==> config.mk <==
export PLATFORM = sky130hd
export DESIGN_NAME = horda_controle
export DESIGN_NICKNAME = d
export VERILOG_FILES = /design/src/rtl/horda_controle.sv
export SDC_FILE = /design/constraint.sdc
export NUM_CORES = 1
export LEC_CHECK = 0
export ABC_AREA = 1
export CORE_UTILIZATION = 54
export DETAILED_ROUTE_END_ITERATION = 10
export PLACE_DENSITY = 0.77
export SYNTH_ARGS = -nofsm -noshare
export SYNTH_HDL_FRONTEND = slang
export SYNTH_SLANG_ARGS = --single-unit
==> constraint.sdc <==
create_clock -name CLOCK_50 -period 3.2 [get_ports CLOCK_50]
set_input_delay 0.64 -clock CLOCK_50 [delete_from_list [all_inputs] [get_ports CLOCK_50]]
set_output_delay 0.64 -clock CLOCK_50 [all_outputs]
set_load 0.01 [all_outputs]
==> src/rtl/horda_controle.sv <==
// Enemy formation controller: shared origin, alive mask, step timer and march sequencing.
// One step per periodo+2 clocks; kills are taken with valid/ready only while the timer is counting.
module horda_controle #(
    parameter int COLS       = 8,
    parameter int ROWS       = 4,
    parameter int IDXW       = 5,
    parameter int CELL_W     = 40,
    parameter int CELL_H     = 32,
    parameter int ENEMY_W    = 30,
    parameter int ENEMY_H    = 30,
    parameter int STEP_X     = 20,
    parameter int STEP_Y     = 20,
    parameter int X0         = 40,
    parameter int Y0         = 40,
    parameter int SCREEN_W   = 640,
    parameter int FLOOR_Y    = 400,
    parameter int PERIOD_MAX = 25_000_000,
    parameter int PERIOD_MIN = 2_500_000,
    parameter int PERIOD_DEC = 700_000
) (
    input  logic                 CLOCK_50,
    input  logic                 reset,
    input  logic                 pausa,
    input  logic                 reiniciarJogo,
    input  logic                 kill_valid,
    input  logic [IDXW-1:0]      kill_idx,
    output logic                 kill_ready,
    output logic [9:0]           origem_x,
    output logic [9:0]           origem_y,
    output logic [ROWS*COLS-1:0] vivos,
    output logic                 sentido,
    output logic                 passo,
    output logic                 vitoria,
    output logic                 invasao
);
    localparam int N   = ROWS * COLS;
    localparam int CW  = $clog2(PERIOD_MAX + 1);
    localparam int CLW = (COLS > 1) ? $clog2(COLS) : 1;
    localparam int RLW = (ROWS > 1) ? $clog2(ROWS) : 1;
    localparam logic [CW-1:0] P_MAX = CW'(PERIOD_MAX);
    localparam logic [CW-1:0] P_MIN = CW'(PERIOD_MIN);
    localparam logic [CW-1:0] P_DEC = CW'(PERIOD_DEC);
    localparam int unsigned   P_TH  = PERIOD_MIN + PERIOD_DEC;

    typedef enum logic [1:0] {CONTANDO, AVALIA, MOVE, FIM} state_t;

    state_t          state_q, state_d;
    logic [CW-1:0]   cnt_q, cnt_d, periodo_q, periodo_d;
    logic [9:0]      ox_q, ox_d, oy_q, oy_d;
    logic [N-1:0]    vivos_q, vivos_d;
    logic            sentido_q, sentido_d, vitoria_q, vitoria_d, invasao_q, invasao_d;
    logic [10:0]     left_q, left_d, right_q, right_d;
    logic [RLW-1:0]  rowmax_q, rowmax_d;

    logic [COLS-1:0] col_alive;
    logic [ROWS-1:0] row_alive;
    logic [CLW-1:0]  col_min, col_max;
    logic [N-1:0]    kill_mask;
    logic            kill_hit, descend;
    logic [9:0]      oy_step;
    logic [10:0]     bottom;

    // Extent of the surviving formation, latched in AVALIA for the MOVE decision.
    always_comb begin
        col_alive = '0;
        row_alive = '0;
        for (int r = 0; r < ROWS; r++)
            for (int c = 0; c < COLS; c++)
                if (vivos_q[r*COLS+c]) begin
                    col_alive[c] = 1'b1;
                    row_alive[r] = 1'b1;
                end
        col_min  = '0;
        col_max  = '0;
        rowmax_d = '0;
        for (int c = COLS - 1; c >= 0; c--) if (col_alive[c]) col_min = CLW'(c);
        for (int c = 0; c < COLS; c++)      if (col_alive[c]) col_max = CLW'(c);
        for (int r = 0; r < ROWS; r++)      if (row_alive[r]) rowmax_d = RLW'(r);
        left_d  = {1'b0, ox_q} + 11'(col_min) * 11'(CELL_W);
        right_d = {1'b0, ox_q} + 11'(col_max) * 11'(CELL_W) + 11'(ENEMY_W);
    end

    always_comb begin
        kill_mask = N'(1) << kill_idx;
        kill_hit  = (32'(kill_idx) < N) && ((vivos_q & kill_mask) != '0);
        descend   = sentido_q ? (right_q + 11'(STEP_X) > 11'(SCREEN_W))
                              : (left_q < 11'(STEP_X));
        oy_step   = descend ? oy_q + 10'(STEP_Y) : oy_q;
        bottom    = {1'b0, oy_step} + 11'(rowmax_q) * 11'(CELL_H) + 11'(ENEMY_H);
    end

    always_ff @(posedge CLOCK_50 or negedge reset) begin
        if (!reset) begin
            state_q   <= CONTANDO;
            cnt_q     <= '0;
            periodo_q <= P_MAX;
            ox_q      <= 10'(X0);
            oy_q      <= 10'(Y0);
            vivos_q   <= '1;
            sentido_q <= 1'b1;
            vitoria_q <= 1'b0;
            invasao_q <= 1'b0;
            left_q    <= '0;
            right_q   <= '0;
            rowmax_q  <= '0;
        end else begin
            state_q   <= state_d;
            cnt_q     <= cnt_d;
            periodo_q <= periodo_d;
            ox_q      <= ox_d;
            oy_q      <= oy_d;
            vivos_q   <= vivos_d;
            sentido_q <= sentido_d;
            vitoria_q <= vitoria_d;
            invasao_q <= invasao_d;
            if (state_q == AVALIA) begin
                left_q   <= left_d;
                right_q  <= right_d;
                rowmax_q <= rowmax_d;
            end
        end
    end

    always_comb begin
        state_d   = state_q;
        cnt_d     = cnt_q;
        periodo_d = periodo_q;
        ox_d      = ox_q;
        oy_d      = oy_q;
        vivos_d   = vivos_q;
        sentido_d = sentido_q;
        vitoria_d = vitoria_q;
        invasao_d = invasao_q;
        case (state_q)
            CONTANDO: begin
                if (!pausa) begin
                    // >= so a period shortened below the running count still terminates
                    if (cnt_q >= periodo_q - CW'(1)) begin
                        cnt_d   = '0;
                        state_d = AVALIA;
                    end else begin
                        cnt_d = cnt_q + CW'(1);
                    end
                end
                if (kill_valid && kill_ready && kill_hit) begin
                    vivos_d   = vivos_q & ~kill_mask;
                    periodo_d = (32'(periodo_q) >= P_TH) ? periodo_q - P_DEC : P_MIN;
                    if (vivos_d == '0) begin
                        state_d   = FIM;
                        vitoria_d = 1'b1;
                    end
                end
            end
            AVALIA: state_d = MOVE;
            MOVE: begin
                oy_d = oy_step;
                if (descend) sentido_d = ~sentido_q;
                else         ox_d = sentido_q ? ox_q + 10'(STEP_X) : ox_q - 10'(STEP_X);
                if (bottom >= 11'(FLOOR_Y)) begin
                    state_d   = FIM;
                    invasao_d = 1'b1;
                end else begin
                    state_d = CONTANDO;
                end
            end
            FIM: ;
        endcase
        if (reiniciarJogo) begin
            state_d   = CONTANDO;
            cnt_d     = '0;
            periodo_d = P_MAX;
            ox_d      = 10'(X0);
            oy_d      = 10'(Y0);
            vivos_d   = '1;
            sentido_d = 1'b1;
            vitoria_d = 1'b0;
            invasao_d = 1'b0;
        end
    end

    always_comb begin
        kill_ready = (state_q == CONTANDO) && reset;
        passo      = (state_q == MOVE);
    end

    assign origem_x = ox_q;
    assign origem_y = oy_q;
    assign vivos    = vivos_q;
    assign sentido  = sentido_q;
    assign vitoria  = vitoria_q;
    assign invasao  = invasao_q;

endmodule

==> impl_metrics.env <==
export IMPL_run_status="finished, final reports clean"
export IMPL_grt_first_pass_wirelength_um=39600
export IMPL_r2r_setup_slack_ns=0.04
export IMPL_drtIter0Drc=728
export IMPL_seq_area_frac_synth_pct=35.9
export IMPL_rsz_0062_raised_after_global_routing="true"
export IMPL_cp_max_fo=3
export IMPL_slew_limit_headroom_pct=43.4
export IMPL_class_of_the_most_critical_setup_path="reg -> reg"
export IMPL_fmax_mhz=316
export IMPL_timing_hold_violations_final=0
export IMPL_dominant_combinational_cell_family_by_area_after_synthesis="simple AND/OR/NAND/NOR gates"
export IMPL_num_antenna_cells=0
export IMPL_syn_avg_cell_area_um2=7.52
export IMPL_grt_antenna_before_repair=0
export IMPL_dpl_cell_area_um2=9840
export IMPL_area_share_of_and_or_nand_nor_cells_after_synthesis_pct=23.4
export IMPL_leakagePower_nw=5.21
export IMPL_whs_ns=0.411
export IMPL_post_synth_num_cell_types=46
export IMPL_power_density_nw_per_um2=513
export IMPL_timing_hold_worst_class="in -> async"
export IMPL_design_power_total_mw=5.69
export IMPL_ys_warnings_count=0
export IMPL_slew_violations=0
export IMPL_tritoncts="built"
export IMPL_h_tree_depth=4
export IMPL_crit_path_end_kind="flop"
export IMPL_clock_skew_ns=0.0155
export IMPL_arrival_ns=3.43
export IMPL_die_y_um=127
export IMPL_cts_hold_buf=0
export IMPL_wire_per_inst_um=16.7
export IMPL_start_kind="flop"
export IMPL_cts_inserted_buffers=17
export IMPL_io_pin_count=67
export IMPL_synth_mux_area_share_pct=0.118
export IMPL_routed_via_density=5.70
export IMPL_adder_cell_area_share_of_the_yosys_netlist_pct=9.87
export IMPL_gp_congestion=0.964
export IMPL_drive_gt1_share_pct=21.3
export IMPL_std_cell_rows=45
export IMPL_fp_dieW_um=127
export IMPL_syn_area_um2=8460
export IMPL_detail_route_antenna_nets=0
export IMPL_drt_pass1_iterations=7
export IMPL_fin_crit_sh_pct=98.8
export IMPL_cts_num_sinks=119
export IMPL_synthXorXnorAreaFrac_pct=5.07
export IMPL_dieArea_um2=16200
export IMPL_clockBufferDepth=2
export IMPL_gr_usage_all_layers_pct=31.0
export IMPL_critical_path_max_stage_delay_ns=0.54
export IMPL_final_area_um2=11100
export IMPL_worst_skew_late_latency_ns=0.43
export IMPL_routed_wirelength_um=24900
export IMPL_rr_worst_depth=18
export IMPL_max_slew_worst_pin_slew_ns=0.847
export IMPL_setup_total_negative_slack_ns=0
export IMPL_most_common_layout_cells="186 x nand2_1, 176 x inv_1, 93 x nor2_1, 86 x buf_4, 69 x dfrtp_1"
export IMPL_num_vias=8497
export IMPL_drc=0
export IMPL_reg2reg_start="vivos[18]$_DFFE_PN1P_"
export IMPL_syn2layout_area_growth_pct=30.9
export IMPL_setup_viol=0
export IMPL_critPathBufInv=3
export IMPL_core_um2=15300
export IMPL_worst_path_max_delay_cell="dfstp_2"
export IMPL_final_critical_period_ns=3.16
export IMPL_root_buf_cell="clkbuf_16"
export IMPL_mostFrequentLayoutCell="nand2_1"
export IMPL_initial_utilization_pct=55.5
export IMPL_grt_max_degree=62
export IMPL_cts_reportedPaths_clkPinSlew_ns=0.06
export IMPL_grt_pass1_vias=8076
export IMPL_cp_cell_sequence="nor4_2, buf_4, a21boi_1, o21ai_1, a21oi_2, inv_2, ha_4, ha_4, ha_1, ha_1, ha_1, inv_1, nor2_2, nor2_1, nor2_1, nor2_1, xor2_1, o21ai_1"
export IMPL_post_dp_hpwl_um=17600
export IMPL_cp_required_ns=3.46
export IMPL_numPortBuffers=62
export IMPL_fin_nets=1341
export IMPL_vdd_drop_max_v=0.000528
export IMPL_max_cap_violations=0
export IMPL_syn_inst=1126
export IMPL_crit_family="adder cells"
export IMPL_total_overflow_reported_by_the_global_router=0
export IMPL_synth_compound_area_share_pct=15.2
export IMPL_timing_rr_end="right_q[9]$_DFFE_PN0P_"
export IMPL_synth_seq_cells=119
[flip-flops by register name, indices dropped and copies added, names as in the netlist]
signal	cells
left_q	9
state_q	2
origem_x	8
vivos	32
cnt_q	25
origem_y	8
periodo_q	20
sentido	1
right_q	10
invasao	1
vitoria	1
rowmax_q	2
[final cells by class]
cell class                      instances  area (um2)
Fill cell                            1139        4180
Clock inverter                         13         203
Multi-Input combinational cell        789        5080
Inverter                              188         706
Timing Repair Buffer                  151        1340
Clock buffer                           19         443
Tap cell                              211         264
Sequential cell                       119        3040
[layer usage]
metal	global-route usage (%)	vias to the layer above	wire, um
li1	-	4051	-
met1	42.5	4001	10900
met2	48.9	381	11500
met3	6.37	64	1900
met4	10.9	0	655
met5	0	-	0
[report_power, final]
part           internal, mW  switching (mW)  total, mW
registers              1.70           0.183       1.89
clock network          1.40           0.716       2.11
logic                 0.651            1.04       1.69
[worst max path at each step]
stage / startpoint / to / slack [ns] / cells past startpoint
after floorplan: vivos[25]$_DFFE_PN1P_ / right_q[9]$_DFFE_PN0P_ / 0.03 / 19
after global placement: vivos[25]$_DFFE_PN1P_ / right_q[9]$_DFFE_PN0P_ / -0.17 / 19
after detailed placement: vivos[25]$_DFFE_PN1P_ / right_q[9]$_DFFE_PN0P_ / -0.29 / 19
after CTS: periodo_q[8]$_DFFE_PN0P_ / cnt_q[13]$_DFFE_PN0P_ / 0.00006 / 17
after global routing: vivos[25]$_DFFE_PN1P_ / right_q[9]$_DFFE_PN0P_ / -0.18 / 19
final: vivos[18]$_DFFE_PN1P_ / right_q[9]$_DFFE_PN0P_ / 0.04 / 18
[timing repair]
item,4_1_cts,5_1_grt
pin swaps,4,22
resized for setup,15,95
buffers inserted,0,2
hold endpoints to repair,0,0
setup endpoints to repair,5,34
cloned,0,3
[through the flow]
step | util (%) | std cells | worst slack, ns
floorplan | - | 1130 | 0.0282
global placement | 64.5 | 1453 | -0.170
detailed placement | 64.5 | 1453 | -0.289
CTS | 69.3 | 1485 | 0.0000617
global route | 72.6 | 1490 | -0.181
finish | 72.6 | 1490 | 0.0372
[cell usage after synthesis (all sizes together)]
library cell	instances	area, um2
nand2	190	718
inv	188	706
nor2	108	410
o21ai	80	400
dfrtp	70	1750
nand3	68	340
ha	62	776
dfstp	49	1290
a21oi	47	235
xor2	44	385
o22ai	39	244
nor3	27	155
nand4	26	163
a22oi	22	165
nor4	19	119
clkbuf	18	67.6
buf	16	108
o31ai	11	82.6
a31oi	7	43.8
xnor2	5	43.8
a31o	3	26.3
fa	3	60.1
nand3b	3	22.5
or2	3	18.8
a211oi	2	15.0
and2	2	12.5
o211ai	2	15.0
o21bai	2	15.0
a21boi	1	7.51
a32o	1	10.0
a32oi	1	8.76
and3	1	6.26
conb	1	3.75
mux2i	1	10.0
nor3b	1	7.51
o2111ai	1	8.76
o2bb2ai	1	8.76
or3	1	6.26
[cells by family (layout without fill, tap and decap cells)]
| logic type | Yosys count | after routing |
|---|---|---|
| adders and majority gates | 65 | 65 |
| and+or+nand+nor | 449 | 449 |
| other | 1 | 5 |
| AOI/OAI and AO/OA | 220 | 220 |
| xor gates and xnor gates | 49 | 49 |
| muxes | 1 | 1 |
| buffers and inverters | 222 | 371 |
| DFF | 119 | 119 |
Power figures use the tool's default switching activity.
